### src/rtl/msg_block_buffer.sv
// msg_block_buffer
// Packs the upstream message byte stream into 64-byte BLAKE2s blocks.
// Two banks alternate, so one block can fill while the compression core
// drains the other. Each bank latches its own t (bytes consumed through the
// end of that block) and its final-block flag. Bytes that are never written
// read as zero, which gives the zero padding of the final block.
module msg_block_buffer #(
  parameter int BLK_BYTES = 64,
  parameter int T_W       = 64
) (
  input  logic                   clk,
  input  logic                   reset,
  input  logic                   data_v_i,
  input  logic [7:0]             data_i,
  input  logic [5:0]             data_idx_i,
  input  logic                   block_first_i,
  input  logic                   block_last_i,
  output logic                   blk_v_o,
  input  logic                   blk_ready_i,
  output logic [8*BLK_BYTES-1:0] blk_o,
  output logic [T_W-1:0]         t_o,
  output logic                   last_o,
  output logic                   err_o
);

  localparam int BLK_W = 8 * BLK_BYTES;

  typedef enum logic [1:0] {
    BANK_EMPTY   = 2'd0,
    BANK_FILLING = 2'd1,
    BANK_FULL    = 2'd2
  } bank_state_t;

  // Registered bank state
  bank_state_t      bank_state_r [2];
  logic [BLK_W-1:0] bank_data_r  [2];
  logic [6:0]       bank_cnt_r   [2];
  logic [T_W-1:0]   bank_t_r     [2];
  logic             bank_last_r  [2];
  logic             wr_ptr_r;
  logic             rd_ptr_r;
  logic [T_W-1:0]   run_t_r;

  // Next-state values
  bank_state_t      bank_state_s [2];
  logic [BLK_W-1:0] bank_data_s  [2];
  logic [6:0]       bank_cnt_s   [2];
  logic [T_W-1:0]   bank_t_s     [2];
  logic             bank_last_s  [2];
  logic             wr_ptr_s;
  logic             rd_ptr_s;
  logic [T_W-1:0]   run_t_s;
  logic             err_s;

  // Working values of the write path
  logic             xfer_s;
  logic             fresh_s;
  logic [6:0]       cur_cnt_s;
  logic [6:0]       new_cnt_s;
  logic [T_W-1:0]   base_t_s;
  logic [T_W-1:0]   close_t_s;

  // Next-state logic: read-side transfer, byte write, block close, errors
  always_comb begin
    bank_state_s = bank_state_r;
    bank_data_s  = bank_data_r;
    bank_cnt_s   = bank_cnt_r;
    bank_t_s     = bank_t_r;
    bank_last_s  = bank_last_r;
    wr_ptr_s     = wr_ptr_r;
    rd_ptr_s     = rd_ptr_r;
    run_t_s      = run_t_r;
    err_s        = err_o;
    fresh_s      = 1'b0;
    cur_cnt_s    = bank_cnt_r[wr_ptr_r];
    new_cnt_s    = {1'b0, data_idx_i} + 7'd1;
    base_t_s     = run_t_r;
    close_t_s    = run_t_r;

    // The read bank is handed to the core whenever it is full and accepted.
    xfer_s = (bank_state_r[rd_ptr_r] == BANK_FULL) && blk_ready_i;
    if (xfer_s) begin
      bank_state_s[rd_ptr_r] = BANK_EMPTY;
      rd_ptr_s               = ~rd_ptr_r;
    end else begin
      rd_ptr_s = rd_ptr_r;
    end

    // The write bank can only be FULL when both banks are FULL; the transfer
    // happening this same cycle does not make room for this byte.
    if (data_v_i) begin
      if (bank_state_r[wr_ptr_r] == BANK_FULL) begin
        err_s = 1'b1;
      end else begin
        if (block_first_i) begin
          // A new message restarts t and throws away any partial block.
          base_t_s = {T_W{1'b0}};
          fresh_s  = 1'b1;
          if (data_idx_i != 6'd0) begin
            err_s = 1'b1;
          end else begin
            err_s = err_s;
          end
        end else begin
          fresh_s = (bank_state_r[wr_ptr_r] == BANK_EMPTY);
        end

        if (fresh_s) begin
          cur_cnt_s               = 7'd0;
          bank_data_s[wr_ptr_r]   = {BLK_W{1'b0}};
        end else begin
          cur_cnt_s = bank_cnt_r[wr_ptr_r];
        end

        // Out-of-order index is flagged but the byte is still stored.
        if ({1'b0, data_idx_i} != cur_cnt_s) begin
          err_s = 1'b1;
        end else begin
          err_s = err_s;
        end

        bank_data_s[wr_ptr_r][{data_idx_i, 3'b000} +: 8] = data_i;
        bank_cnt_s[wr_ptr_r] = new_cnt_s;
        close_t_s            = base_t_s + {{(T_W-7){1'b0}}, new_cnt_s};

        if ((data_idx_i == 6'd63) || block_last_i) begin
          bank_state_s[wr_ptr_r] = BANK_FULL;
          bank_t_s[wr_ptr_r]     = close_t_s;
          bank_last_s[wr_ptr_r]  = block_last_i;
          wr_ptr_s               = ~wr_ptr_r;
          run_t_s                = close_t_s;
        end else begin
          bank_state_s[wr_ptr_r] = BANK_FILLING;
          run_t_s                = base_t_s;
        end
      end
    end else begin
      err_s = err_s;
    end
  end

  // Bank and pointer registers
  always_ff @(posedge clk or posedge reset) begin
    if (reset) begin
      for (int b = 0; b < 2; b++) begin
        bank_state_r[b] <= BANK_EMPTY;
        bank_data_r[b]  <= {BLK_W{1'b0}};
        bank_cnt_r[b]   <= 7'd0;
        bank_t_r[b]     <= {T_W{1'b0}};
        bank_last_r[b]  <= 1'b0;
      end
      wr_ptr_r <= 1'b0;
      rd_ptr_r <= 1'b0;
      run_t_r  <= {T_W{1'b0}};
    end else begin
      bank_state_r <= bank_state_s;
      bank_data_r  <= bank_data_s;
      bank_cnt_r   <= bank_cnt_s;
      bank_t_r     <= bank_t_s;
      bank_last_r  <= bank_last_s;
      wr_ptr_r     <= wr_ptr_s;
      rd_ptr_r     <= rd_ptr_s;
      run_t_r      <= run_t_s;
    end
  end

  // Output registers, loaded from the next read bank so they track bank state
  always_ff @(posedge clk or posedge reset) begin
    if (reset) begin
      blk_v_o <= 1'b0;
      blk_o   <= {BLK_W{1'b0}};
      t_o     <= {T_W{1'b0}};
      last_o  <= 1'b0;
      err_o   <= 1'b0;
    end else begin
      blk_v_o <= (bank_state_s[rd_ptr_s] == BANK_FULL);
      blk_o   <= bank_data_s[rd_ptr_s];
      t_o     <= bank_t_s[rd_ptr_s];
      last_o  <= bank_last_s[rd_ptr_s];
      err_o   <= err_s;
    end
  end

endmodule

### config.mk
export PLATFORM = sky130hd
export DESIGN_NAME = msg_block_buffer
export DESIGN_NICKNAME = d
export VERILOG_FILES = /design/src/rtl/msg_block_buffer.sv
export SDC_FILE = /design/constraint.sdc
export NUM_CORES = 2
export LEC_CHECK = 0
export CORE_MARGIN = 2
export CORE_UTILIZATION = 53
export CTS_CLUSTER_DIAMETER = 150
export DETAILED_ROUTE_END_ITERATION = 8
export HOLD_SLACK_MARGIN = 0.1
export PLACE_DENSITY_LB_ADDON = 0.2
export SLEW_MARGIN = 10
export SYNTH_ARGS = -nofsm -noshare
export SYNTH_HDL_FRONTEND = slang
export SYNTH_SLANG_ARGS = --single-unit
export TNS_END_PERCENT = 5
### constraint.sdc
create_clock -name clk -period 69 [get_ports clk]
set_input_delay 13.8 -clock clk [delete_from_list [all_inputs] [get_ports clk]]
set_output_delay 13.8 -clock clk [all_outputs]
set_load 0.005 [all_outputs]
==> impl_metrics.py <==
metrics = {
    "floorplan": {
        "dieHeight_um": 378,
        "die_w_um": 378,
        "io-pin-count": 599,
        "fp-row-count": 137,
        "dieArea_mm2": 0.143,
        "core-area_mm2": 0.139,
        "initial_core_util": 0.533,
    },
    "placement": {
        "routabilityCongestion": 0.948,
        "numPortBuffers": 598,
        "hpwl_um": 156000,
    },
    "power_and_ir_drop": {
        "peakVddDrop_v": 0.0000463,
        "p_per_area_mw_per_mm2": 36.9,
        "p_leak_nw": 39.6,
    },
    "synth": {
        "synth-edff-count": 0,
        "synth_cell_type_count": 86,
        "ys_ff_latch": 1817,
        "syn_nets": 6821,
        "synth_top_area_cell": "dfrtp_1",
        "synthFlopType": "dfrtp_1",
        "synth_top_cells_by_area": "dfrtp_1 (61%), nand2_1 (6.1%), o21ai_0 (4.1%)",
        "avgSynthCellArea_um2": 10.9,
        "synth_common_cells": "dfrtp_1 (1817), nand2_1 (1213), o21ai_0 (605)",
        "syn_area_mm2": 0.0743,
        "yosysMostFrequentCell": "dfrtp_1",
        "yosysWarnings": 0,
        "ys_seq_area_frac": 0.612,
        "synth-async-reset-ratio": 1.00,
        "netlist.area_leader.share": 0.612,
        "synthCells": 6791,
    },
    "clocking": {
        "cts_buffers": 184,
        "clock_sink_count": 1817,
        "htreeDepth": 4,
        "cts_buffer_depth": 3,
        "post_cts_resized": 0,
        "cts_tree": "done",
        "clkLatencyLatePin_ns": 0.85,
        "cts_setup_buffers": 0,
        "cts_root_buf": "clkbuf_16",
        "cts_hold_buf": 0,
        "clkSlewWorstSetupHoldPaths_ns": 0.06,
    },
    "sta": {
        "slew_headroom": 0.0789,
        "final-setup-viol-count": 0,
        "layout_min_cycle_time_ns": 18.73,
        "fmax_mhz": 53.4,
        "period_share": 0.271,
        "rsz0062_at_grt": "false",
        "fin_worst_skew_ns": 0.0304,
        "whs_ns": 0.474,
        "hold_viol": 0,
        "finalSetupTns_ns": 0,
        "drv_slew": 0,
        "tightest_slew_ns": 1.38,
    },
    "grt": {
        "antenna_found_initial": 10,
        "first_global_vias": 57600,
        "grt_use_total": 0.347,
        "grt_pass1_wl_um": 371000,
        "gr-total-overflow": 0,
        "grt_max_degree": 191,
    },
    "routing": {
        "via_count": 59600,
        "wl_um": 250000,
        "drc": 0,
        "ant_nets": 0,
        "first_pass_iters": 9,
        "vias_per_cell": 6.49,
        "drt_iter0_markers": 7681,
        "wire_per_inst_um": 27.3,
    },
    "job": {
        "maxCapViolations": 0,
    },
    "layout": {
        "register_area_mm2": 0.0455,
        "drive_gt1_frac": 0.111,
        "multi_input_area_mm2": 0.0267,
        "area_growth_pct": 18.6,
        "nets": 7187,
        "final.fill_count": 10900,
    },
    "critical_path": {
        "crit_path_start_kind": "input pin",
        "cp_max_fo": 190,
        "worst-endpoint-arrival_ns": 19.60,
        "cp.required_ns": 69.87,
        "crit_type": "in2async",
        "end_kind": "asynchronous set/reset pin",
    },
    "status": {
        "status": "completed",
    },
    "min_path": {
        "hold_class": "reg2reg",
    },
}
[routing by layer]
| layer | vias up | GRT usage | routed length, µm |
|---|---|---|---|
| met3 | 673 | 0.0799 | 25800 |
| li1 | 25400 | - | - |
| met1 | 30000 | 0.486 | 100000 |
| met5 | - | 0 | 80 |
| met2 | 3429 | 0.506 | 110000 |
| met4 | 12 | 0.179 | 14300 |
[cell type report]
class / instances / area share
clock buffers: 265 / 0.0617
clock inverters: 68 / 0.0106
repair buffers: 727 / 0.0796
well taps: 1876 / 0.0266
flip-flops and latches: 1817 / 0.516
diodes: 2 / 0.0000568
multi-input cells: 4377 / 0.303
inverters: 50 / 0.00230
[where the power goes]
group          internal [W]  leakage (nW)  total, W  switching [W]
clock network      0.000614          3.14   0.00105       0.000433
registers           0.00120          24.8   0.00128      0.0000865
logic              0.000347          11.6  0.000917       0.000570
[cells by family (layout without fill, tap and decap cells)]
kind of cell             after synthesis  in the layout  synth area share
AND/OR/NAND/NOR                     1977           1977             0.116
buffers and inverters                597           1110            0.0317
adder cells (fa/ha/maj)               10             10           0.00178
XOR/XNOR                              70             70           0.00835
flip-flops                          1817           1817             0.612
AO/OA/AOI/OAI                       2077           2077             0.194
other                                  0              2                 0
multiplexers                         243            243            0.0365
[registers in the layout, summed over array words and instances (netlist names)]
name,count
bank_cnt_r,14
last_o,1
run_t_r,64
bank_state_r,4
wr_ptr_r,1
err_o,1
bank_t_r,128
rd_ptr_r,1
bank_data_r,1024
blk_o,512
t_o,64
bank_last_r,2
blk_v_o,1
[path summary, 6_finish.rpt]
check	cells past startpoint	slack, ns	end	startpoint
worst min-delay path	2	0.47	bank_last_r[1]$_DFF_PP0_	bank_last_r[1]$_DFF_PP0_
max in group clk	9	50.54	bank_data_r[40]$_DFF_PP0_	data_idx_i[0]
worst max register to register	7	64.76	blk_o[497]$_DFF_PP0_	wr_ptr_r$_DFFE_PP0P_
worst max-delay path	7	50.27	blk_o[5]$_DFF_PP0_	reset
min in group asynchronous	2	13.54	blk_o[310]$_DFF_PP0_	reset
worst min register to register	2	0.47	bank_last_r[1]$_DFF_PP0_	bank_last_r[1]$_DFF_PP0_
[worst max-delay path, cell delays in order]
cell and delay, ns:
clkdlybuf4s50_1 0.49, inv_8 0.64, buf_12 0.68, buf_4 0.90, buf_12 0.73, buf_4 0.88, buf_4 0.77
[per-stage QoR]
step           power (W)  setup slack [ns]  cells  instance area [µm²]  utilization
2_1_floorplan    0.00174              3.90   6791                74300            -
3_3_place_gp     0.00219             49.41   8847                81700        0.587
3_5_place_dp     0.00220             49.30   8847                81700        0.587
4_1_cts          0.00324             50.21   9180                88100        0.632
5_1_grt          0.00336             49.48   9181                88100        0.632
6_report         0.00325             50.27   9182                88100        0.632
[placed cells by master, fill, tap and decap left out, types with 48 or more instances in the layout]
master and count:
xnor2_1 53, a31oi_1 198, a311oi_1 49, a32oi_1 73, clkbuf_16 186, mux2_2 227, nand3_1 211, clkbuf_8 49
nor2_1 146, dfrtp_1 1816, buf_4 130, o2bb2ai_1 97, a2bb2oi_1 48, nand2_1 1208, a22o_1 324, o21ai_0 604
a21oi_1 189, nor3_1 116, a222oi_1 55, a31o_2 52, o21ai_1 57, clkdlybuf4s50_1 589
Note: power is estimated with default switching activity, not from simulation.
